--- src/rtl/sram_pkg.sv ---
// Shared definitions for the 1R1W SRAM: byte-lane width, clear-FSM states,
// and lane-count helper.
package sram_pkg;

  localparam int unsigned LANE_W = 8;

  typedef enum logic {
    CLEAR,
    READY
  } clearState_t;

  function automatic int unsigned laneCount(input int unsigned dataW);
    return dataW / LANE_W;
  endfunction

endpackage

--- src/rtl/sram_clear_fsm.sv ---
// Post-reset clear engine: walks every word address once, strobing a zero
// write per cycle, then raises ready until the next reset.
module sram_clear_fsm
  import sram_pkg::*;
#(
  parameter int unsigned ADDR_W = 7,
  parameter int unsigned DEPTH  = 128
) (
  input  logic              clock,
  input  logic              reset,
  output logic              clearWe,
  output logic [ADDR_W-1:0] clearAddr,
  output logic              ready
);

  localparam logic [ADDR_W-1:0] LAST = ADDR_W'(DEPTH - 1);

  clearState_t       state, stateNext;
  logic [ADDR_W-1:0] count, countNext;

  always_ff @(posedge clock or posedge reset) begin
    if (reset) begin
      state <= CLEAR;
      count <= '0;
    end else begin
      state <= stateNext;
      count <= countNext;
    end
  end

  always_comb begin
    stateNext = state;
    countNext = count;
    if (state == CLEAR) begin
      if (count == LAST) stateNext = READY;
      else               countNext = count + 1'b1;
    end
  end

  assign clearWe   = (state == CLEAR);
  assign clearAddr = count;
  assign ready     = (state == READY);

endmodule

--- src/rtl/sram_1r1w_param.sv ---
// Parametrised 1-read/1-write synchronous SRAM with byte-lane write mask,
// registered read and optional read-during-write bypass.
// Define SRAM_INIT_CLEAR_EN to zero the array after reset before Ready rises.
module sram_1r1w_param
  import sram_pkg::*;
#(
  parameter int unsigned DATA_W = 32,
  parameter int unsigned ADDR_W = 7,
  parameter int unsigned DEPTH  = 128,
  parameter bit          BYPASS = 1'b1
) (
  input  logic                   clock,
  input  logic                   reset,
  input  logic                   WE,
  input  logic [ADDR_W-1:0]      WriteAddress,
  input  logic [DATA_W/8-1:0]    WriteMask,
  input  logic [DATA_W-1:0]      WriteBus,
  input  logic                   RE,
  input  logic [ADDR_W-1:0]      ReadAddress,
  output logic [DATA_W-1:0]      ReadBus,
  output logic                   ReadValid,
  output logic                   Ready
);

  localparam int unsigned   LANES   = laneCount(DATA_W);
  localparam logic [ADDR_W:0] DEPTH_L = (ADDR_W + 1)'(DEPTH);

  logic              clearWe;
  logic [ADDR_W-1:0] clearAddr;
  logic              ready;

`ifdef SRAM_INIT_CLEAR_EN
  sram_clear_fsm #(
    .ADDR_W(ADDR_W),
    .DEPTH (DEPTH)
  ) uClear (
    .clock    (clock),
    .reset    (reset),
    .clearWe  (clearWe),
    .clearAddr(clearAddr),
    .ready    (ready)
  );
`else
  assign clearWe   = 1'b0;
  assign clearAddr = '0;
  assign ready     = 1'b1;
`endif

  assign Ready = ready;

  logic [DATA_W-1:0] mem [DEPTH];

  logic              userWrite, userRead, readInRange, collide;
  logic              memWe;
  logic [ADDR_W-1:0] memAddr;
  logic [LANES-1:0]  memMask;
  logic [DATA_W-1:0] memData;
  logic [DATA_W-1:0] oldWord, fwdWord;

  assign userWrite   = WE & ready & ({1'b0, WriteAddress} < DEPTH_L);
  assign userRead    = RE & ready;
  assign readInRange = ({1'b0, ReadAddress} < DEPTH_L);
  assign collide     = userWrite & (WriteAddress == ReadAddress);

  // Clear engine owns the write port while it runs; user writes are blocked by ready.
  always_comb begin
    memWe   = userWrite;
    memAddr = WriteAddress;
    memMask = WriteMask;
    memData = WriteBus;
    if (clearWe) begin
      memWe   = 1'b1;
      memAddr = clearAddr;
      memMask = '1;
      memData = '0;
    end
  end

  always_ff @(posedge clock) begin
    if (memWe) begin
      for (int unsigned b = 0; b < LANES; b++) begin
        if (memMask[b]) mem[memAddr][b*LANE_W +: LANE_W] <= memData[b*LANE_W +: LANE_W];
      end
    end
  end

  assign oldWord = mem[ReadAddress];

  always_comb begin
    fwdWord = oldWord;
    for (int unsigned b = 0; b < LANES; b++) begin
      if (WriteMask[b]) fwdWord[b*LANE_W +: LANE_W] = WriteBus[b*LANE_W +: LANE_W];
    end
  end

  always_ff @(posedge clock or posedge reset) begin
    if (reset) begin
      ReadBus   <= '0;
      ReadValid <= 1'b0;
    end else begin
      ReadValid <= userRead;
      if (userRead) begin
        if (!readInRange)          ReadBus <= '0;
        else if (BYPASS && collide) ReadBus <= fwdWord;
        else                       ReadBus <= oldWord;
      end
    end
  end

endmodule
--- config.mk ---
export PLATFORM = sky130hd
export DESIGN_NAME = sram_1r1w_param
export DESIGN_NICKNAME = d
export VERILOG_FILES = /design/src/rtl/sram_pkg.sv /design/src/rtl/sram_clear_fsm.sv /design/src/rtl/sram_1r1w_param.sv
export SDC_FILE = /design/constraint.sdc
export NUM_CORES = 2
export LEC_CHECK = 0
export CORE_MARGIN = 2
export CORE_UTILIZATION = 35
export DETAILED_ROUTE_END_ITERATION = 12
export PLACE_DENSITY_LB_ADDON = 0.1
export SYNTH_ARGS = -nofsm -noshare
export SYNTH_HDL_FRONTEND = slang
export SYNTH_HIERARCHICAL = 1
export SYNTH_SLANG_ARGS = --single-unit
--- constraint.sdc ---
create_clock -name clock -period 5 [get_ports clock]
set_input_delay 0.5 -clock clock [delete_from_list [all_inputs] [get_ports clock]]
set_output_delay 0.5 -clock clock [all_outputs]
set_load 0.005 [all_outputs]
* Word-level counts from Yosys, hierarchy flattened
Memory sizes are Yosys's and may differ from the RTL's.
Index checks and enable logic that the tools add are counted.
** Operators by class
- Order comparisons :: 0
- Divide/modulo/power cells :: 0
- $mul :: 0
- Bitwise operators :: 1
- Muxes and demuxes :: 17
- $add $sub $neg :: 0
- Equal/unequal tests :: 1
- Shifts and indexed selects :: 0
- Reductions and logical operators :: 0
** Operator list (number)
- 32-bit 2-to-1 mux :: 1
- 8-bit 2-to-1 mux :: 4
- 1-bit 2-to-1 mux :: 12
- 7-bit == test :: 1
- 1-bit bitwise AND :: 1
** Word-level totals
- Input bits :: 54
- Word-level logic and storage cells :: 22
- Output and inout bits :: 34
- ROM bits :: 0
- Memory bits (writable) :: 4096
- Memories kept :: 1
- Latch bits :: 0
- Register bits after elaboration :: 33
** Memories
- mem :: words 128, width 32, rd ports 1, clocked after Yosys merged registers in 0, write ports 1, RTL line sram_1r1w_param.sv:51 : logic [DATA_W-1:0] mem [DEPTH];

* Depth between registers and ports, before layout
- Depth after elaboration :: 3
- Depth in mapped cells :: 13
- Gate-level depth less buffers :: 6

* Worst setup path before layout
Ideal clock, no wire load.
- Path kind :: input -> register
- Start point :: in ReadAddress[1]
- End point :: reg ReadBus[19]
- Library setup time :: 0.129 ns
- Arrival time :: 2.501 ns
- Slack :: 2.370 ns
- Cell stages on the path :: 10
- Buffers on the path :: 4
- Data required time :: 4.871 ns
- Cells stage by stage :: buf_2 buf_2 clkbuf_1 clkbuf_1 mux4_2 nand2_1 nand3_1 a21oi_1 nor3_1 a2111o_1
** On the way
- Longest elaborated chain between the ends :: 3
- Elaborated cells on any way between the ends :: 5
- Classes of those cells :: 1 x eq/ne; 2 x mux; 1 x bitwise; 1 x memory
** RTL lines
- start: declaration :: RTL line sram_1r1w_param.sv:19 : input logic [ADDR_W-1:0] ReadAddress,
- memory read 128 x 32 bit / 7-bit == test (equally long branches)
- 8-bit 2-to-1 mux / 1-bit bitwise AND (equally long branches) :: RTL line sram_1r1w_param.sv:92, sram_1r1w_param.sv:63
- 32-bit 2-to-1 mux * :: RTL line sram_1r1w_param.sv:104 : else if (BYPASS && collide) ReadBus <= fwdWord;
- end signal: assignment :: RTL line sram_1r1w_param.sv:104
- end signal: assignment :: RTL line sram_1r1w_param.sv:105 : else ReadBus <= oldWord;
- end: declaration :: RTL line sram_1r1w_param.sv:20 : output logic [DATA_W-1:0] ReadBus,
Mark *: on every way between the ends. The rest lies on a longest branch, timed or not.
A chain may end at the register's enable or synchronous reset.

* Worst setup path in the final report
- Start point :: in WriteAddress[2]
- End point :: mem mem[62][6], enable pin
** RTL lines
- start: declaration :: RTL line sram_1r1w_param.sv:15 : input logic [ADDR_W-1:0] WriteAddress,
- end: declaration :: RTL line sram_1r1w_param.sv:51
No word-level cell before the write port.

==> impl_metrics.yaml <==
yosys:
  async_flop_share: 0.00799
  synth_top_family_by_area: "multiplexers"
  synth_flop_cell: "edfxtp_1"
  synthSimpleGateAreaFrac: 0.0318
  synth_compound_area_frac: 0.0199
  ys_ff_latch: 4129
  muxShareOfSynthArea: 0.163
  synth_edf_count: 4096
  ys_warn_count: 6
  netlist_top_cells_area: "edfxtp_1 (76%), mux4_2 (14%), mux2i_1 (1.8%)"
  synth-xor-area-share: 0.000381
  ys_seq_area_frac: 0.770
  synth_area_leader_cell: "edfxtp_1"
  syn_area_per_cell_sq_um: 21.1
  synth.distinct_cells: 56
  synthCells: 7632
  synth_top_area_frac: 0.765
  syn_nets: 7686
  netlist_area_sq_um: 161000
  synthAdderAreaFrac: 0
layout:
  instances_no_fill: 14900
  syn2layout_area_growth_pct: 16.4
  drive_above_1_share: 0.276
  nets: 8440
  fin_area_sq_um: 187000
clock_tree:
  cts_resized: 0
  clockBufferDepth: 4
  cts_tree: "done"
  clk_latency_ns: 1.03
  numCtsBuffers: 451
  clk_pin_slew_ns: 0.06
  cts-root-buf: "clkbuf_16"
  clock_sink_count: 4129
  cts.htree.levels: 5
min_path:
  hold_path.class: "primary input to flop"
  holdPathStages: 2
  hold_end: "mem[119][26]$_DFFE_PP_"
  hold_path_startpoint: "WriteBus[26]"
route:
  dr.pass1.iters: 6
  vias: 83300
  viasPerCell: 5.57
  drt-total-wl_microns: 547000
  drc: 0
  routedWlPerCell_microns: 36.6
  antenna_left: 1
  drt_iter0_drc: 9832
global_routing:
  grt_pass1_wl_microns: 739000
  grt_max_degree: 130
  grtUsageTotal: 0.233
  overflow: 0
  antenna_found_initial: 65
  grt_pass1_vias: 83800
placement:
  globalplace.congestion: 0.884
  place_hpwl_microns: 371000
  placed_area_sq_um: 173000
  portBuffers: 86
  placedCellCount: 14100
outcome:
  violations: "antenna rules"
  status: "complete, but fails checks"
setup_path:
  end_kind: "flop"
  cp_data_arrival_time_ns: 4.37
  ff2ff_path_depth: 7
  start_kind: "primary input"
  worstPathRequired_ns: 5.63
  worstReg2RegEnd: "ReadBus[27]$_DFFE_PP0P_"
  cp_max_fo: 10
  crit_type: "primary input to flop"
  rrSetupSlack_ns: 2.06
  r2r-start: "mem[15][27]$_DFFE_PP_"
sta:
  rsz0062_at_grt: "no"
  hold_slack_ns: 0.0464
  maxSlewHeadroom: 0.0997
  tightestPinTransition_ns: 1.35
  drv_slew: 0
  finClkSkew_ns: 0.0585
  layout_min_cycle_time_ns: 3.74
  totalNegativeSetupSlack_ns: 0
  min_period_over_period: 0.749
  hold_viol: 0
  clock.fmax_ghz: 0.267
  final-setup-viol-count: 0
floorplanning:
  core_sq_um: 457000
  die-area_sq_um: 465000
  die_w_microns: 682
  dieHeight_microns: 682
  rows: 248
  initial_core_util: 0.352
  io_pins: 88
pwr:
  p_per_area_nw_per_um2: 398
  ir_drop_v: 0.000336
  p_leak_uw: 0.0591
run:
  cap_violations: 0
-- per-layer routing --
metal,wire (microns),GRT usage
met5,172,0
met4,19800,0.0788
met3,39400,0.0441
met2,256000,0.367
met1,231000,0.325
-- layout by cell type, fill, tap and decap left out, types with 44 or more instances in the layout --
| master | n |
|---|---|
| edfxtp_1 | 4096 |
| mux4_2 | 1010 |
| buf_4 | 638 |
| nor2_1 | 624 |
| clkbuf_16 | 453 |
| nand2_1 | 337 |
| mux2i_1 | 297 |
| clkinv_1 | 108 |
| clkbuf_1 | 103 |
| clkinv_2 | 99 |
| o21ai_0 | 87 |
| a21oi_1 | 81 |
| nor3_1 | 63 |
| a22oi_1 | 58 |
| nand3_1 | 57 |
| diode_2 | 55 |
| buf_12 | 52 |
| clkdlybuf4s50_1 | 48 |
| mux2_2 | 44 |
-- power breakdown --
group	switching (uW)	internal, uW
logic	2680	1370
clock network	14000	18200
registers	182	38200
total	16900	57700
-- synthesized netlist by cell type, drive strengths merged, types with 25 or more instances --
cell / count
o22ai: 25
a22o: 26
mux4: 1010
edfxtp: 4096
mux2i: 297
nor3: 66
and2: 29
nand3: 57
buf: 259
o211ai: 32
clkbuf: 192
mux2: 44
nand2: 342
a22oi: 58
nand4: 29
a221oi: 29
dfrtp: 33
a21oi: 81
nor2: 637
o21ai: 99
-- timing repair --
| action | in CTS | in global routing |
|---|---|---|
| hold endpoints to repair | 218 | 0 |
| buffers inserted | 0 | 0 |
| hold buffers | 8 | 0 |
-- layout make-up --
class | instances | area, sq um
repair buffers | 752 | 6480
clock buffers | 563 | 11800
clock inverters | 268 | 2350
fillers | 40700 | 270000
multi-input cells | 3047 | 34800
flip-flops and latches | 4129 | 124000
inverters | 5 | 30.0
well taps | 6125 | 7660
diodes | 55 | 138
-- cell families after synthesis --
| kind of cell | after synthesis |
|---|---|
| AO/OA/AOI/OAI | 463 |
| XOR/XNOR | 7 |
| buffers and inverters | 456 |
| flip-flops | 4129 |
| multiplexers | 1351 |
| other | 1 |
| AND/OR/NAND/NOR | 1225 |
-- worst max path at each step --
stage,startpoint,to,cells after the start
3_3_place_gp,WriteAddress[4],mem[29][7]$_DFFE_PP_,5
5_1_grt,WriteAddress[2],mem[62][6]$_DFFE_PP_,5
6_report,WriteAddress[2],mem[62][6]$_DFFE_PP_,5
4_1_cts,WriteAddress[4],mem[29][7]$_DFFE_PP_,5
2_1_floorplan,ReadAddress[1],ReadBus[19]$_DFFE_PP0P_,10
3_5_place_dp,WriteAddress[4],mem[29][7]$_DFFE_PP_,5
-- critical path, cell delays in order --
cell	delay [ns]
clkdlybuf4s50_1	0.87
nand2_1	0.14
nor2_2	0.76
nand2_1	1.00
nor2_1	1.07
-- through the flow --
step / total power [uW] / setup slack (ns) / utilization
after floorplan: 40800 / 2.37 / -
after global placement: 43200 / 0.132 / 0.378
after detailed placement: 43200 / 0.136 / 0.378
after CTS: 75300 / 1.25 / 0.409
after global routing: 76700 / 1.46 / 0.409
final: 74600 / 1.26 / 0.410
-- flip-flops by register name (all words and copies together) (netlist names) --
name       flops
ReadBus       32
ReadValid      1
mem         4096
(Power assumes the default switching activity.)
